===== config.mk =====
export PLATFORM = sky130hd
export DESIGN_NAME = winograd_tile_loader
export DESIGN_NICKNAME = d
export VERILOG_FILES = /design/src/rtl/winograd_pkg.sv /design/src/rtl/winograd_tile_loader_addr_gen.sv /design/src/rtl/winograd_tile_loader.sv
export SDC_FILE = /design/constraint.sdc
export NUM_CORES = 1
export LEC_CHECK = 0
export ABC_CLOCK_PERIOD_IN_PS = 5900
export CORE_UTILIZATION = 30
export CTS_CLUSTER_SIZE = 24
export DETAILED_ROUTE_END_ITERATION = 8
export SLEW_MARGIN = 20
export SYNTH_ARGS = -nofsm -noshare
export SYNTH_HDL_FRONTEND = slang
export SYNTH_HIERARCHICAL = 1
export SYNTH_SLANG_ARGS = --single-unit

===== constraint.sdc =====
create_clock -name clk -period 5.9 [get_ports clk]
set_input_delay 1.18 -clock clk [delete_from_list [all_inputs] [get_ports clk]]
set_output_delay 1.18 -clock clk [all_outputs]
set_load 0.01 [all_outputs]

===== src/rtl/winograd_pkg.sv =====
// Shared definitions for the Winograd F(4x4,3x3) input-tile path.
package winograd_pkg;

    localparam int TILE_SIZE       = 6;
    localparam int TILE_STRIDE     = 4;
    localparam int TILE_PAD        = 1;
    localparam int TILE_ELEMS      = TILE_SIZE * TILE_SIZE;
    localparam int TILE_DATA_WIDTH = 16;

    // One 6x6 input tile, indexed [row][col]; shared with tile_transform_unit.
    typedef logic [0:TILE_SIZE-1][0:TILE_SIZE-1][TILE_DATA_WIDTH-1:0] tile_t;

    typedef enum logic [2:0] {
        IDLE,
        FETCH,
        DRAIN,
        PRESENT,
        DONE
    } loader_state_e;

endpackage


===== src/rtl/winograd_tile_loader_addr_gen.sv =====
// tile_addr_gen: walks the 36 element slots of the current tile, flags padded
// slots and produces RAM addresses by accumulation (no multiplier).
module tile_addr_gen
    import winograd_pkg::*;
#(
    parameter int ADDR_WIDTH = 12,
    parameter int DIM_WIDTH  = 7
) (
    input  logic                  clk,
    input  logic                  rst,
    input  logic                  init_i,      // latch frame parameters, rewind to tile (0,0)
    input  logic                  run_i,       // step one element slot
    input  logic                  adv_i,       // move to the next tile in row-major order
    input  logic [ADDR_WIDTH-1:0] base_addr_i,
    input  logic [DIM_WIDTH-1:0]  img_h_i,
    input  logic [DIM_WIDTH-1:0]  img_w_i,
    output logic                  rd_en_o,
    output logic [ADDR_WIDTH-1:0] addr_o,
    output logic [5:0]            slot_idx_o,
    output logic                  last_slot_o,
    output logic [DIM_WIDTH-1:0]  tile_row_o,
    output logic [DIM_WIDTH-1:0]  tile_col_o,
    output logic                  last_tile_o
);

    // Pixel coordinates are carried with the pad added, so they are never negative.
    localparam int PW = DIM_WIDTH + 2;
    localparam int HW = DIM_WIDTH + 1;

    logic [DIM_WIDTH-1:0]  h_q, h_d, w_q, w_d;
    logic [DIM_WIDTH-1:0]  th_q, th_d, tw_q, tw_d;
    logic [DIM_WIDTH-1:0]  tr_q, tr_d, tc_q, tc_d;
    logic [2:0]            i_q, i_d, j_q, j_d;
    logic [5:0]            slot_q, slot_d;
    // Address of pixel (4*tr-1, -1): start of the current tile row band.
    logic [ADDR_WIDTH-1:0] trow_base_q, trow_base_d;
    // Address of the tile origin pixel (4*tr-1, 4*tc-1).
    logic [ADDR_WIDTH-1:0] tile_base_q, tile_base_d;
    // Address of pixel (4*tr-1+i, 4*tc-1): start of the current element row.
    logic [ADDR_WIDTH-1:0] row_addr_q, row_addr_d;

    logic [PW-1:0]         prow, pcol;
    logic                  row_ok, col_ok, last_col;
    logic [HW-1:0]         th_calc, tw_calc;
    logic [ADDR_WIDTH-1:0] band_step, origin0;

    // Bounds check, address and tile-position flags for the current slot.
    always_comb begin
        prow        = {tr_q, 2'b00} + PW'(i_q);
        pcol        = {tc_q, 2'b00} + PW'(j_q);
        row_ok      = (prow >= PW'(TILE_PAD)) && (prow < PW'(h_q) + PW'(TILE_PAD));
        col_ok      = (pcol >= PW'(TILE_PAD)) && (pcol < PW'(w_q) + PW'(TILE_PAD));
        rd_en_o     = run_i && row_ok && col_ok;
        addr_o      = row_addr_q + ADDR_WIDTH'(j_q);
        slot_idx_o  = slot_q;
        last_slot_o = (slot_q == 6'(TILE_ELEMS - 1));
        last_col    = (tc_q == tw_q - DIM_WIDTH'(1));
        last_tile_o = last_col && (tr_q == th_q - DIM_WIDTH'(1));
        tile_row_o  = tr_q;
        tile_col_o  = tc_q;
        th_calc     = ({1'b0, img_h_i} + HW'(TILE_STRIDE - 1)) >> 2;
        tw_calc     = ({1'b0, img_w_i} + HW'(TILE_STRIDE - 1)) >> 2;
        band_step   = ADDR_WIDTH'({w_q, 2'b00});
        origin0     = base_addr_i - ADDR_WIDTH'(img_w_i) - ADDR_WIDTH'(TILE_PAD);
    end

    // Next-state for counters and address accumulators.
    always_comb begin
        h_d         = h_q;
        w_d         = w_q;
        th_d        = th_q;
        tw_d        = tw_q;
        tr_d        = tr_q;
        tc_d        = tc_q;
        i_d         = i_q;
        j_d         = j_q;
        slot_d      = slot_q;
        trow_base_d = trow_base_q;
        tile_base_d = tile_base_q;
        row_addr_d  = row_addr_q;
        if (init_i) begin
            h_d         = img_h_i;
            w_d         = img_w_i;
            th_d        = th_calc[DIM_WIDTH-1:0];
            tw_d        = tw_calc[DIM_WIDTH-1:0];
            tr_d        = '0;
            tc_d        = '0;
            i_d         = '0;
            j_d         = '0;
            slot_d      = '0;
            trow_base_d = origin0;
            tile_base_d = origin0;
            row_addr_d  = origin0;
        end else if (run_i) begin
            if (last_slot_o) begin
                // Rewind so the same tile could be re-walked; adv_i moves it on.
                i_d        = '0;
                j_d        = '0;
                slot_d     = '0;
                row_addr_d = tile_base_q;
            end else begin
                slot_d = slot_q + 6'd1;
                if (j_q == 3'(TILE_SIZE - 1)) begin
                    j_d        = '0;
                    i_d        = i_q + 3'd1;
                    row_addr_d = row_addr_q + ADDR_WIDTH'(w_q);
                end else begin
                    j_d = j_q + 3'd1;
                end
            end
        end else if (adv_i) begin
            if (last_col) begin
                tr_d        = tr_q + DIM_WIDTH'(1);
                tc_d        = '0;
                trow_base_d = trow_base_q + band_step;
                tile_base_d = trow_base_q + band_step;
                row_addr_d  = trow_base_q + band_step;
            end else begin
                tc_d        = tc_q + DIM_WIDTH'(1);
                tile_base_d = tile_base_q + ADDR_WIDTH'(TILE_STRIDE);
                row_addr_d  = tile_base_q + ADDR_WIDTH'(TILE_STRIDE);
            end
        end
    end

    // State registers.
    always_ff @(posedge clk) begin
        if (rst) begin
            h_q         <= '0;
            w_q         <= '0;
            th_q        <= '0;
            tw_q        <= '0;
            tr_q        <= '0;
            tc_q        <= '0;
            i_q         <= '0;
            j_q         <= '0;
            slot_q      <= '0;
            trow_base_q <= '0;
            tile_base_q <= '0;
            row_addr_q  <= '0;
        end else begin
            h_q         <= h_d;
            w_q         <= w_d;
            th_q        <= th_d;
            tw_q        <= tw_d;
            tr_q        <= tr_d;
            tc_q        <= tc_d;
            i_q         <= i_d;
            j_q         <= j_d;
            slot_q      <= slot_d;
            trow_base_q <= trow_base_d;
            tile_base_q <= tile_base_d;
            row_addr_q  <= row_addr_d;
        end
    end

endmodule


===== src/rtl/winograd_tile_loader.sv =====
// winograd_tile_loader: fetches overlapping 6x6 zero-padded tiles (stride 4)
// from a 1-cycle-latency feature-map RAM and hands them out over valid/ready.
module winograd_tile_loader
    import winograd_pkg::*;
#(
    parameter int DATA_WIDTH = 16,
    parameter int ADDR_WIDTH = 12,
    parameter int DIM_WIDTH  = 7
) (
    input  logic                  clk,
    input  logic                  rst,
    input  logic                  start,
    input  logic [ADDR_WIDTH-1:0] base_addr,
    input  logic [DIM_WIDTH-1:0]  img_h,
    input  logic [DIM_WIDTH-1:0]  img_w,
    output logic                  mem_rd_en,
    output logic [ADDR_WIDTH-1:0] mem_addr,
    input  logic [DATA_WIDTH-1:0] mem_rdata,
    output logic [0:TILE_SIZE-1][0:TILE_SIZE-1][DATA_WIDTH-1:0] tile_out,
    output logic                  tile_valid,
    input  logic                  tile_ready,
    output logic [DIM_WIDTH-1:0]  tile_row,
    output logic [DIM_WIDTH-1:0]  tile_col,
    output logic                  last_tile,
    output logic                  busy,
    output logic                  done
);

    loader_state_e         state_q, state_d;

    logic                  ag_init, ag_run, ag_adv;
    logic                  ag_rd_en, ag_last_slot, ag_last_tile;
    logic [ADDR_WIDTH-1:0] ag_addr;
    logic [5:0]            ag_slot;
    logic [DIM_WIDTH-1:0]  ag_row, ag_col;

    // Slot bookkeeping delayed one cycle to line up with the RAM read data.
    logic                  cap_vld_q, cap_vld_d;
    logic                  cap_rd_q, cap_rd_d;
    logic [5:0]            cap_idx_q, cap_idx_d;

    logic [TILE_ELEMS-1:0][DATA_WIDTH-1:0] tile_q;

    tile_addr_gen #(
        .ADDR_WIDTH (ADDR_WIDTH),
        .DIM_WIDTH  (DIM_WIDTH)
    ) u_addr_gen (
        .clk         (clk),
        .rst         (rst),
        .init_i      (ag_init),
        .run_i       (ag_run),
        .adv_i       (ag_adv),
        .base_addr_i (base_addr),
        .img_h_i     (img_h),
        .img_w_i     (img_w),
        .rd_en_o     (ag_rd_en),
        .addr_o      (ag_addr),
        .slot_idx_o  (ag_slot),
        .last_slot_o (ag_last_slot),
        .tile_row_o  (ag_row),
        .tile_col_o  (ag_col),
        .last_tile_o (ag_last_tile)
    );

    // FSM next state and address-generator control.
    always_comb begin
        state_d = state_q;
        ag_init = 1'b0;
        ag_run  = 1'b0;
        ag_adv  = 1'b0;
        case (state_q)
            IDLE: begin
                if (start) begin
                    ag_init = 1'b1;
                    state_d = (img_h == '0 || img_w == '0) ? DONE : FETCH;
                end
            end
            FETCH: begin
                ag_run = 1'b1;
                if (ag_last_slot) state_d = DRAIN;
            end
            DRAIN: begin
                state_d = PRESENT;
            end
            PRESENT: begin
                if (tile_ready) begin
                    if (ag_last_tile) begin
                        state_d = DONE;
                    end else begin
                        ag_adv  = 1'b1;
                        state_d = FETCH;
                    end
                end
            end
            DONE: begin
                state_d = IDLE;
            end
            default: begin
                state_d = IDLE;
            end
        endcase
    end

    // FSM state register.
    always_ff @(posedge clk) begin
        if (rst) state_q <= IDLE;
        else     state_q <= state_d;
    end

    // Next values for the read-data alignment pipeline.
    always_comb begin
        cap_vld_d = ag_run;
        cap_rd_d  = ag_rd_en;
        cap_idx_d = ag_slot;
    end

    // Read-data alignment pipeline registers.
    always_ff @(posedge clk) begin
        if (rst) begin
            cap_vld_q <= 1'b0;
            cap_rd_q  <= 1'b0;
            cap_idx_q <= '0;
        end else begin
            cap_vld_q <= cap_vld_d;
            cap_rd_q  <= cap_rd_d;
            cap_idx_q <= cap_idx_d;
        end
    end

    // Tile register file: padded slots are written as zero.
    always_ff @(posedge clk) begin
        if (rst) begin
            tile_q <= '0;
        end else if (cap_vld_q) begin
            tile_q[cap_idx_q] <= cap_rd_q ? mem_rdata : '0;
        end
    end

    // Present the flat register file as [row][col] and drive status outputs.
    always_comb begin
        tile_out = '0;
        for (int r = 0; r < TILE_SIZE; r++) begin
            for (int c = 0; c < TILE_SIZE; c++) begin
                tile_out[r][c] = tile_q[r*TILE_SIZE + c];
            end
        end
        mem_rd_en  = ag_rd_en;
        mem_addr   = ag_rd_en ? ag_addr : '0;
        tile_valid = (state_q == PRESENT);
        last_tile  = (state_q == PRESENT) && ag_last_tile;
        busy       = (state_q != IDLE);
        done       = (state_q == DONE);
        tile_row   = ag_row;
        tile_col   = ag_col;
    end

endmodule


==> results of run 1 <==
-- cell usage after synthesis (7+ instances only) --
master    number
a211oi_1      23
a21o_1        11
a21oi_1      581
a21oi_2       40
a31oi_1        8
and2_1        35
and3_1        12
buf_1         14
buf_2         41
buf_6          7
clkbuf_1     220
dfxtp_1      675
ha_1          51
inv_1         34
mux2i_1       37
nand2_1     1134
nand2_2       40
nand2b_1       7
nand3_1       90
nand4_1       12
nor2_1       114
nor2b_1       13
nor3_1        47
nor4_1         7
o21a_1        13
o21ai_0       38
or3_1         18
or4_1          8
xnor2_1       59
xor2_1        36
-- power groups by stage --
stage	Sequential [mW]	Clock (mW)	Combinational, mW
floorplan	4.73	0	0.343
global placement	4.76	0	0.482
detailed placement	4.76	0	0.482
CTS	4.66	5.21	0.485
global route	4.66	5.41	0.532
finish	4.66	5.11	0.489
-- worst max path at each step --
stage	start	endpoint	slack, ns	cells past startpoint
after floorplan	state_q[0]	mem_addr[0]	1.72	11
after CTS	u_addr_gen/tile_row_o[0]	mem_addr[8]	0.49	12
after detailed placement	u_addr_gen/tile_row_o[0]	mem_addr[8]	1.21	12
after global placement	u_addr_gen/tile_row_o[0]	mem_addr[10]	1.27	12
after global routing	u_addr_gen/tile_row_o[0]	mem_addr[3]	0.26	12
final	u_addr_gen/tile_row_o[0]	mem_addr[8]	0.51	12
-- critical path, cell delays in order (launching register included) --
cell and delay (ns):
dfxtp_1 0.50, ha_1 0.26, nand4_1 0.20, nor2_1 0.18
xor2_1 0.09, ha_1 0.21, or3_1 0.34, a211oi_1 0.22
o2111ai_1 0.15, a211oi_2 0.42, buf_4 0.29, and2_1 0.17
clkdlybuf4s50_1 0.53
-- logic make-up after synthesis --
logic type,after synthesis
muxes,39
DFF,675
xor gates and xnor gates,95
buffers and inverters,316
AOI/OAI and AO/OA,769
and+or+nand+nor,1586
adders and majority gates,56
-- metal layers --
layer	up-vias	global-route usage	share of wire
li1	12720	-	-
met1	12340	0.2969	0.42
met2	1013	0.3697	0.46
met3	224	0.04576	0.072
met4	0	0.1085	0.047
met5	-	0	0
-- area by class of cell --
class                   instances  area (um^2)  share of cell area
flip-flops and latches        675        13510              0.3552
inverters                      34        127.6            0.003355
clock buffers                 114         2312             0.06078
diodes                          1        2.502          0.00006578
well taps                    1243         1555             0.04088
repair buffers                703         6939              0.1824
clock inverters                29        394.1             0.01036
multi-input cells            2545        13200              0.3469
-- state kept, by name, summed over array words and instances (netlist names), 3 cells and up --
signal and count:
u_addr_gen/tile_base_q 12, u_addr_gen/tile_col_o 7, u_addr_gen/j_q 3, u_addr_gen/i_q 3, u_addr_gen/tile_row_o 7, cap_idx_q 6
u_addr_gen/tw_q 6, u_addr_gen/th_q 6, u_addr_gen/w_q 7, u_addr_gen/h_q 7, state_q 3, u_addr_gen/row_addr_q 12
u_addr_gen/trow_base_q 12, tile_out 576, u_addr_gen/slot_idx_o 6
==> results.toml, run 1 <==
[run_status]
outcome = "completed"

[worst_setup_path]
reg2reg_from = "u_addr_gen/tw_q[0]"
worstPathArrival_ns = 4.21
worstReg2RegEnd = "u_addr_gen/row_addr_q[11]"
critPathLaunchType = "flip-flop"
required_ns = 4.72
crit_fanout = 10
critPathKind = "flip-flop to output port"
reg2reg_slack_ns = 1.31
cp-end-kind = "output port"
r2r_cells = 12

[clocking]
cts_buffers = 79
cts.sinks = 675
cts_resized = 0
cts_hold_buf = 0
htreeDepth = 3
clockBufferDepth = 3
clk_pin_slew_worst_paths_ns = 0.06
cts_setup_buffers = 0
cts_tree = "done"
root_buffer = "clkbuf_16"
clk_latency_ns = 0.64

[sta]
fin_setup_tns_ns = 0
period_minus_slack_ns = 5.391
post-route-period-util = 0.9138
fmax_mhz = 185.5
final-hold-violation-count = 0
worst_pin_slew_ns = 1.082
setup_viol_count_final = 0
rsz0062_at_grt = "false"
skew_ns = 0.02326
whs_ns = 0.4508
final.setup.worst_slack_ns = 0.5086
slew_headroom = 0.2782
maxSlewViolCount = 0

[grt]
overflow = 0
grtUsageTotal = 0.2307
antenna_found_initial = 0
grt_pass1_vias = 24090
grt_max_degree = 203
grt_pass1_wl_um = 162900

[routing]
vias = 26300
vias_per_cell = 4.920
routed_wirelength_um = 113700
first_iter_violations = 2351
antenna_left = 0
drc_errors = 0
first_pass_iters = 5
wire_per_inst_um = 21.28

[synthesis]
syn_inst = 3536
synth_top_area_frac = 0.4845
synth-edff-count = 0
synthXorXnorAreaFrac = 0.02983
synth-seq-cells = 675
yosys.area.top_type = "dfxtp_1"
synth_fa_ha_area_frac = 0.02611
synthArstFlopShare = 0
synth_area_leaders = "dfxtp_1 48%, nand2_1 15%, a21oi_1 10%, clkbuf_1 3.0%, ha_1 2.3%"
synth_warnings = 6
synth_nets = 3637
synth_area_mm2 = 0.02789
avgSynthCellArea_um2 = 7.888
synth_simple_gate_area_share = 0.2438
synth_top_family_by_area = "simple AND/OR/NAND/NOR gates"
synth_cell_types = 74
ys.flop_type = "dfxtp_1"
yosys-mux-area-fraction = 0.01422
yosysSeqAreaShare = 0.4845
synth_compound_area_frac = 0.1553

[worst_hold_path]
hold_depth = 2
min-delay-path-class = "flip-flop to flip-flop"
hold_path_end = "tile_out[463]"
min_from = "tile_out[463]"

[floorplanning]
die-width_um = 306.9
placementRows = 111
io_pins = 653
dieArea_mm2 = 0.09420
die_y_um = 306.9
start_util = 0.3034
core_area_mm2 = 0.09194

[power_and_ir_drop]
p_seq_frac = 0.454
power_frac_comb = 0.048
p_int_mw = 7.831
p_switching_mw = 2.430
p_per_area_mw_per_mm2 = 269.7
ir_worst_vdd_v = 0.0002143
power.leakage_nw = 12.68
power.clock.fraction = 0.498
total_power_mw = 10.26
p_sw_frac = 0.2368

[placement]
dp_cells = 5200
hpwl_um = 76210
gp_congestion = 0.8667
dp_slack_ns = 1.214
port_buffers = 652
dpl_cell_area_mm2 = 0.03533

[final_layout]
fin_util = 0.4138
final_common_cell = "nand2_1"
design_area_mm2 = 0.03804
fillers = 9326
layout.cells.non_filler = 5344
final_cell_mix = "1133 x nand2_1, 675 x dfxtp_1, 651 x clkdlybuf4s50_1"
fin_nets = 4139
drive_gt1_frac = 0.07488
syn_to_final_growth_pct = 36.39

[run]
cap_violations = 0
No activity file was read; power rests on OpenSTA's default activity.
==> run 2, diff against run 1 <==
SETUP_SLACK_MARGIN = 0.1   (was default)
==> results of run 2 <==
Same layout as run 1: the final DEF is identical, and so are final timing and power.
